<file path="src/rtl/instr_sequencer.sv">
// Instruction sequencer for the bit-serial PE array controller.
// Issues host-loaded instructions one at a time from a small synchronous
// memory, then waits for the datapath's done strobe before advancing.
// Opcodes are checked on decode, and a per-instruction watchdog bounds the wait.
module instr_sequencer #(
    parameter int IMEM_DEPTH = 64,
    parameter int ADDR_W     = 6,
    parameter int TIMEOUT    = 255
) (
    input  logic              clk,
    input  logic              reset,
    input  logic              imem_we,
    input  logic [ADDR_W-1:0] imem_waddr,
    input  logic [31:0]       imem_wdata,
    input  logic              run,
    input  logic [ADDR_W:0]   prog_len,
    input  logic              ctrl_done,
    output logic [31:0]       instruction,
    output logic              start,
    output logic [ADDR_W-1:0] pc,
    output logic              busy,
    output logic              halted,
    output logic              err,
    output logic [1:0]        err_code
);
    localparam int              LEN_W       = ADDR_W + 1;
    localparam logic [5:0]      OP_HALT     = 6'd63;
    localparam logic [1:0]      ERR_NONE    = 2'd0;
    localparam logic [1:0]      ERR_ILLEGAL = 2'd1;
    localparam logic [1:0]      ERR_TIMEOUT = 2'd2;
    localparam logic [7:0]      WD_LIMIT    = 8'(TIMEOUT);
    localparam logic [7:0]      WD_MAX      = 8'hFF;
    localparam logic [LEN_W-1:0] FULL_LEN   = LEN_W'(IMEM_DEPTH);

    typedef enum logic [2:0] {
        S_IDLE,
        S_FETCH,
        S_DECODE,
        S_ISSUE,
        S_WAIT,
        S_HALTED,
        S_ERROR
    } state_t;

    state_t            state_q;
    state_t            state_d;
    logic [31:0]       imem [IMEM_DEPTH];
    logic [LEN_W-1:0]  len_q;
    logic [7:0]        wd;
    logic [5:0]        opcode;
    logic              last_instr;

    // Opcodes the datapath understands; HALT is handled separately.
    function automatic logic op_legal(input logic [5:0] op);
        case (op)
            6'd0, 6'd1, 6'd2, 6'd5, 6'd6, 6'd7, 6'd8, 6'd9, 6'd10: op_legal = 1'b1;
            default:                                               op_legal = 1'b0;
        endcase
    endfunction

    assign opcode     = instruction[31:26];
    assign last_instr = ({1'b0, pc} == (len_q - LEN_W'(1)));

    // Host write port; contents are deliberately not reset.
    always_ff @(posedge clk) begin
        if (imem_we) begin
            imem[imem_waddr] <= imem_wdata;
        end
    end

    // Read port output register doubles as the instruction register, so a
    // new word appears entering DECODE and stays put through ISSUE and WAIT.
    always_ff @(posedge clk or posedge reset) begin
        if (reset) begin
            instruction <= '0;
        end else if (state_q == S_FETCH) begin
            instruction <= imem[pc];
        end
    end

    // State register.
    always_ff @(posedge clk or posedge reset) begin
        if (reset) begin
            state_q <= S_IDLE;
        end else begin
            state_q <= state_d;
        end
    end

    // Next-state logic; ctrl_done is only looked at in WAIT, and wins a tie with the watchdog.
    always_comb begin
        state_d = state_q;
        case (state_q)
            S_IDLE, S_HALTED, S_ERROR: begin
                if (run) begin
                    state_d = S_FETCH;
                end
            end
            S_FETCH: state_d = S_DECODE;
            S_DECODE: begin
                if (opcode == OP_HALT) begin
                    state_d = S_HALTED;
                end else if (!op_legal(opcode)) begin
                    state_d = S_ERROR;
                end else begin
                    state_d = S_ISSUE;
                end
            end
            S_ISSUE: state_d = S_WAIT;
            S_WAIT: begin
                if (ctrl_done) begin
                    state_d = last_instr ? S_HALTED : S_FETCH;
                end else if (wd == WD_LIMIT) begin
                    state_d = S_ERROR;
                end
            end
            default: state_d = S_IDLE;
        endcase
    end

    // Status outputs are registered from the next state so they line up with it.
    always_ff @(posedge clk or posedge reset) begin
        if (reset) begin
            start  <= 1'b0;
            busy   <= 1'b0;
            halted <= 1'b0;
            err    <= 1'b0;
        end else begin
            start  <= (state_d == S_ISSUE);
            busy   <= (state_d != S_IDLE) && (state_d != S_HALTED) && (state_d != S_ERROR);
            halted <= (state_d == S_HALTED);
            err    <= (state_d == S_ERROR);
        end
    end

    // Program counter, length latch, watchdog and error cause.
    always_ff @(posedge clk or posedge reset) begin
        if (reset) begin
            pc       <= '0;
            len_q    <= '0;
            wd       <= '0;
            err_code <= ERR_NONE;
        end else begin
            case (state_q)
                S_IDLE, S_HALTED, S_ERROR: begin
                    if (run) begin
                        len_q    <= (prog_len == '0) ? FULL_LEN : prog_len;
                        pc       <= '0;
                        err_code <= ERR_NONE;
                    end
                end
                S_DECODE: begin
                    if ((opcode != OP_HALT) && !op_legal(opcode)) begin
                        err_code <= ERR_ILLEGAL;
                    end
                end
                S_ISSUE: wd <= '0;
                S_WAIT: begin
                    if (wd != WD_MAX) begin
                        wd <= wd + 8'd1;
                    end
                    if (ctrl_done) begin
                        if (!last_instr) begin
                            pc <= pc + ADDR_W'(1);
                        end
                    end else if (wd == WD_LIMIT) begin
                        err_code <= ERR_TIMEOUT;
                    end
                end
                default: ;
            endcase
        end
    end
endmodule

</file>
<file path="config.mk">
export PLATFORM = sky130hd
export DESIGN_NAME = instr_sequencer
export DESIGN_NICKNAME = d
export VERILOG_FILES = /design/src/rtl/instr_sequencer.sv
export SDC_FILE = /design/constraint.sdc
export NUM_CORES = 2
export LEC_CHECK = 0
export BUFFER_PORTS_ARGS = -buffer_cell sky130_fd_sc_hd__clkbuf_2
export CAP_MARGIN = 10
export CORE_UTILIZATION = 45
export CTS_BUF_LIST = sky130_fd_sc_hd__clkbuf_16
export DETAILED_ROUTE_END_ITERATION = 10
export GPL_TIMING_DRIVEN = 0
export SKIP_CTS_REPAIR_TIMING = 1
export SLEW_MARGIN = 40
export SYNTH_ARGS = -nofsm -noshare
export SYNTH_HDL_FRONTEND = slang
export SYNTH_SLANG_ARGS = --single-unit
</file>
<file path="constraint.sdc">
create_clock -name clk -period 2.7 [get_ports clk]
set_input_delay 0.54 -clock clk [delete_from_list [all_inputs] [get_ports clk]]
set_output_delay 0.54 -clock clk [all_outputs]
set_load 0.1 [all_outputs]
</file>
; Word level (Yosys, flattened, before mapping)
; Memory sizes are Yosys's and may differ from the RTL's. A register that Yosys moved wholly into a read port is not among the register bits.
; Cells that the tools add are included.
[totals]
ram_bits = 2048
n_memories = 3
rom_bits = 32
word_cells = 80
regBits = 30
[op_classes]
n_eq_ne = 23
muxes = 26
n_addsub = 3
n_reduce_logical = 16
[memory_table]
columns = memory, depth, word_bits, rd, rd_ports_with_merged_regs, wr, line
row1 = imem, 64, 32, 1, 1, 1, 47  ; logic [31:0] imem [IMEM_DEPTH];
row2 = (no name shown), 16, 1, 1, 0, 0, 55  ; case (op)
row3 = (no name shown), 16, 1, 1, 0, 0, 55
[op_table]
columns = operator, count
row1 = $mux W3, 6
row2 = $mux W6, 3
row3 = $pmux W8 S2, 1
row4 = $eq A3 B3 Y1 const B, 5
row5 = $pmux W3 S5, 1
row6 = $ne A2 B2 Y1 const B, 7
row7 = $pmux W6 S2, 1
row8 = $eq A3 B2 Y1 const B, 3
row9 = $add A8 B1 Y8 const B, 1
row10 = $eq A8 B8 Y1 const B, 1
row11 = $mux W2, 4
row12 = $mux W8, 1
row13 = $ne A8 B8 Y1 const B, 1
row14 = $eq A6 B7 Y1, 1
row15 = $logic_not A7 Y1, 1
row16 = $mux W1, 7
row17 = $mux W7, 1
row18 = $sub A7 B1 Y7 const B, 1
row19 = $add A6 B1 Y6 const B, 1
row20 = $eq A6 B6 Y1 const B, 1
row21 = $ne A3 B3 Y1 const B, 2
row22 = $ne A6 B6 Y1 const B, 1
row23 = $pmux W2 S3, 1
row24 = $reduce_bool A3 Y1, 2
row25 = 10 further kinds, 14

; Longest topological paths before layout
[logic_depth]
depth_word = 10
mapped_depth = 13

; Least setup slack after synthesis
; No wires, ideal clock.
[synth_path]
path_type = in2reg
startpoint = input port imem_waddr[4]
endpoint = memory imem[32][0] (enable)
cell_stages = 4
arrival_time_ps = 3219
n_path_buf = 1
required_time_ps = 2239
slack_ps = -980
path_cell_list = clkbuf_1 -> nor2_1 -> nand4b_1 -> nor3_1
[synth_rtl]
columns = item, line
row1 = "start, declared", 13  ; input logic [ADDR_W-1:0] imem_waddr,
row2 = "end, declared", 47
; Straight into the memory's write port.

==> results.yml <==
worst_setup_path:
  cpPeakStageDelay_ns: 0.61
  crit_top_cell: "buf_16"
  cpMaxStageDelayCell: "mux4_2"
  r2r-start: "pc[0]"
  start_kind: "flip-flop"
  endpoint_kind: "flip-flop"
  crit_fanout: 6
  crit_type: "reg2reg"
  path_delay_family: "buffers and inverters"
  crit_cells: 9
  r2r_setup_slack_ns: -0.32
  worstReg2RegEnd: "instruction[23]"
  worst-path-buf-inv: 5
  arrival_ns: 3.74
  reg2reg_depth: 9
  crit_chain: "buf_12, buf_16, buf_16, buf_16, mux4_2, a2111oi_4, buf_4, a2111o_1, o211ai_1"
  cp.required_ns: 3.42
floorplan:
  start_util_pct: 45.4
  die_h_um: 427
  rows: 155
  dieArea_um2: 182000
  coreArea_um2: 179000
  die-width_um: 427
  ios: 94
logic_synthesis:
  yosys_register_bits: 2110
  synthArstFlopShare_pct: 2.94
  synth_edf_count: 2048
  syn_area_um2: 81100
  yosys.area.top_type: "edfxtp_1"
  yosysMostFrequentCell: "edfxtp_1"
  synth_top_area_share_pct: 75.8
  synth_fp_nets: 3754
  synth_cell_type_count: 61
  synth_top_flop_cell: "edfxtp_1"
  ys.warnings.count: 0
  yosysSeqAreaShare_pct: 77.7
  yosys-top-cells-area: "edfxtp_1 76%, mux4_2 13%, mux2i_1 2.7%"
  synthCells: 3701
  syn_area_per_cell_um2: 21.9
  yosys-top-cells-count: "2048 x edfxtp_1, 458 x mux4_2, 220 x mux2i_1"
power_and_ir_drop:
  p_leak_nw: 31.8
  finalPower_mw: 90.8
  power.density_nw_per_um2: 900
  ir_drop_mv: 0.767
global_route:
  grt_use_total_pct: 30.0
  grt_overflow: 0
  grt_first_pass_wirelength_um: 364000
  grt_max_degree: 65
  grt_pass1_vias: 42080
  antenna_found_initial: 10
place:
  dp_hpwl_um: 188000
  dpl_cell_area_um2: 89800
  port_buffers: 87
  place_congestion: 0.871
hold_path:
  hold-path-cell-count: 3
  min_to: "err_code[1]"
  hp-class: "in2reg"
  worstHoldStart: "ctrl_done"
sta:
  fmax_mhz: 331
  fin_hold_ws_ns: 0.0325
  setup_ws_ns: -0.318
  setup-violations-final: 35
  hold_viol: 0
  period_share_pct: 112
  rsz0062_at_grt: "true"
  skew_ns: 0.0378
  tightest_slew_ns: 0.937
  min_period_ns: 3.02
  slew_violations: 0
  slew_headroom_pct: 37.5
layout:
  nNetsFinal: 4399
  drive_above_1_share_pct: 36.6
  area_growth_pct: 24.3
  final_area_um2: 101000
  nFillCells: 12962
  final_util_pct: 56.4
run_status:
  violations: "setup timing"
  outcome: "finished, violations left"
cts:
  clock_latency_ns: 0.89
  cts_buffers: 208
  cts_tree: "done"
  clock_path_buffers: 3
  clk_pin_slew_ns: 0.06
  cts-root-buf: "clkbuf_16"
  cts_sinks: 2110
  htree_num_levels: 4
detailed_routing:
  wire_per_inst_um: 40.5
  first_pass_iters: 6
  ant_nets: 0
  post-route-drc-count: 0
  totalWireLength_um: 279000
  vias: 45142
  drt_first_iter_violations: 7512
  vias_per_cell: 6.55
flow_run:
  maxCapViolations: 0
[worst max-delay path by stage]
| stage | endpoint | from | slack, ns |
|---|---|---|---|
| finish | instruction[23] | pc[0] | -0.32 |
| detailed placement | instruction[13] | pc[2] | -1.34 |
| global route | instruction[29] | pc[0] | -0.33 |
| global placement | imem[59][14] | imem_waddr[1] | -3.91 |
| CTS | instruction[13] | pc[2] | -1.36 |
| floorplan | imem[10][0] | imem_waddr[3] | -0.44 |
[cell families after synthesis]
logic type	after synthesis	share of synthesized area [%]
multiplexers	695	15.7
flip-flops	2110	77.7
adder cells (fa/ha/maj)	3	0.0463
AO/OA/AOI/OAI	387	3.32
XOR/XNOR	13	0.140
buffers and inverters	224	1.55
AND/OR/NAND/NOR	269	1.56
[metal layers]
metal,GRT usage (%),routed length [um],vias up,part of all wire [%]
li1,-,-,17075,-
met1,41.8,102000,24029,37
met2,46.0,128000,3405,46
met3,6.68,34900,631,13
met4,12.4,13400,2,4.8
met5,0,7,-,0.0025
[cell type report]
class                           count  area (um^2)  share of cell area, %
Clock buffer                      208         5200                   5.16
Clock inverter                    181         1490                   1.48
Timing Repair Buffer              437         6580                   6.52
Sequential cell                  2110        63100                   62.5
Buffer                            211         2670                   2.65
Tap cell                         2355         2950                   2.92
Antenna cell                        9         22.5                 0.0223
Inverter                           11         46.3                 0.0459
Multi-Input combinational cell   1367        18800                   18.7
[report_power, final]
part | switching [mW] | leakage (nW) | internal, mW
sequential | 0.722 | 19.2 | 36.5
combinational | 13.6 | 9.13 | 11.2
clock | 12.7 | 3.48 | 16.0
total | 27.1 | 31.8 | 63.7
[sequential cells by signal, summed over array words and instances (netlist names)]
name         flops
busy             1
err              1
err_code         2
halted           1
imem          2048
instruction     32
len_q            7
pc               6
start            1
state_q          3
wd               8
[placed cells by master, fill, tap and decap left out, types with 51 or more instances in the layout]
cell type,netlist,layout
buf_4,48,114
clkbuf_16,0,218
nand2_1,62,57
edfxtp_1,2048,2048
buf_16,0,145
mux2i_1,220,176
clkbuf_2,0,89
buf_8,2,104
mux4_2,458,458
dfrtp_1,62,56
nor2_4,0,64
clkbuf_4,0,57
a21oi_1,57,51
inv_1,10,64
[through the flow]
stage | cells | TNS, ns | setup slack (ns)
CTS | 6743 | -38.96 | -1.36
finish | 6889 | -5.51 | -0.318
global placement | 6143 | -5076.26 | -3.91
floorplan | 3701 | -419.46 | -0.441
global route | 6880 | -6.12 | -0.328
detailed placement | 6354 | -510.84 | -1.34
[tightest hold or removal path, delay by kind of cell]
kind / cells / cell delay, ns
and+or+nand+nor: 2 / 0.19
buffers and inverters: 1 / 0.13
Note: power is estimated with default switching activity, not from simulation.
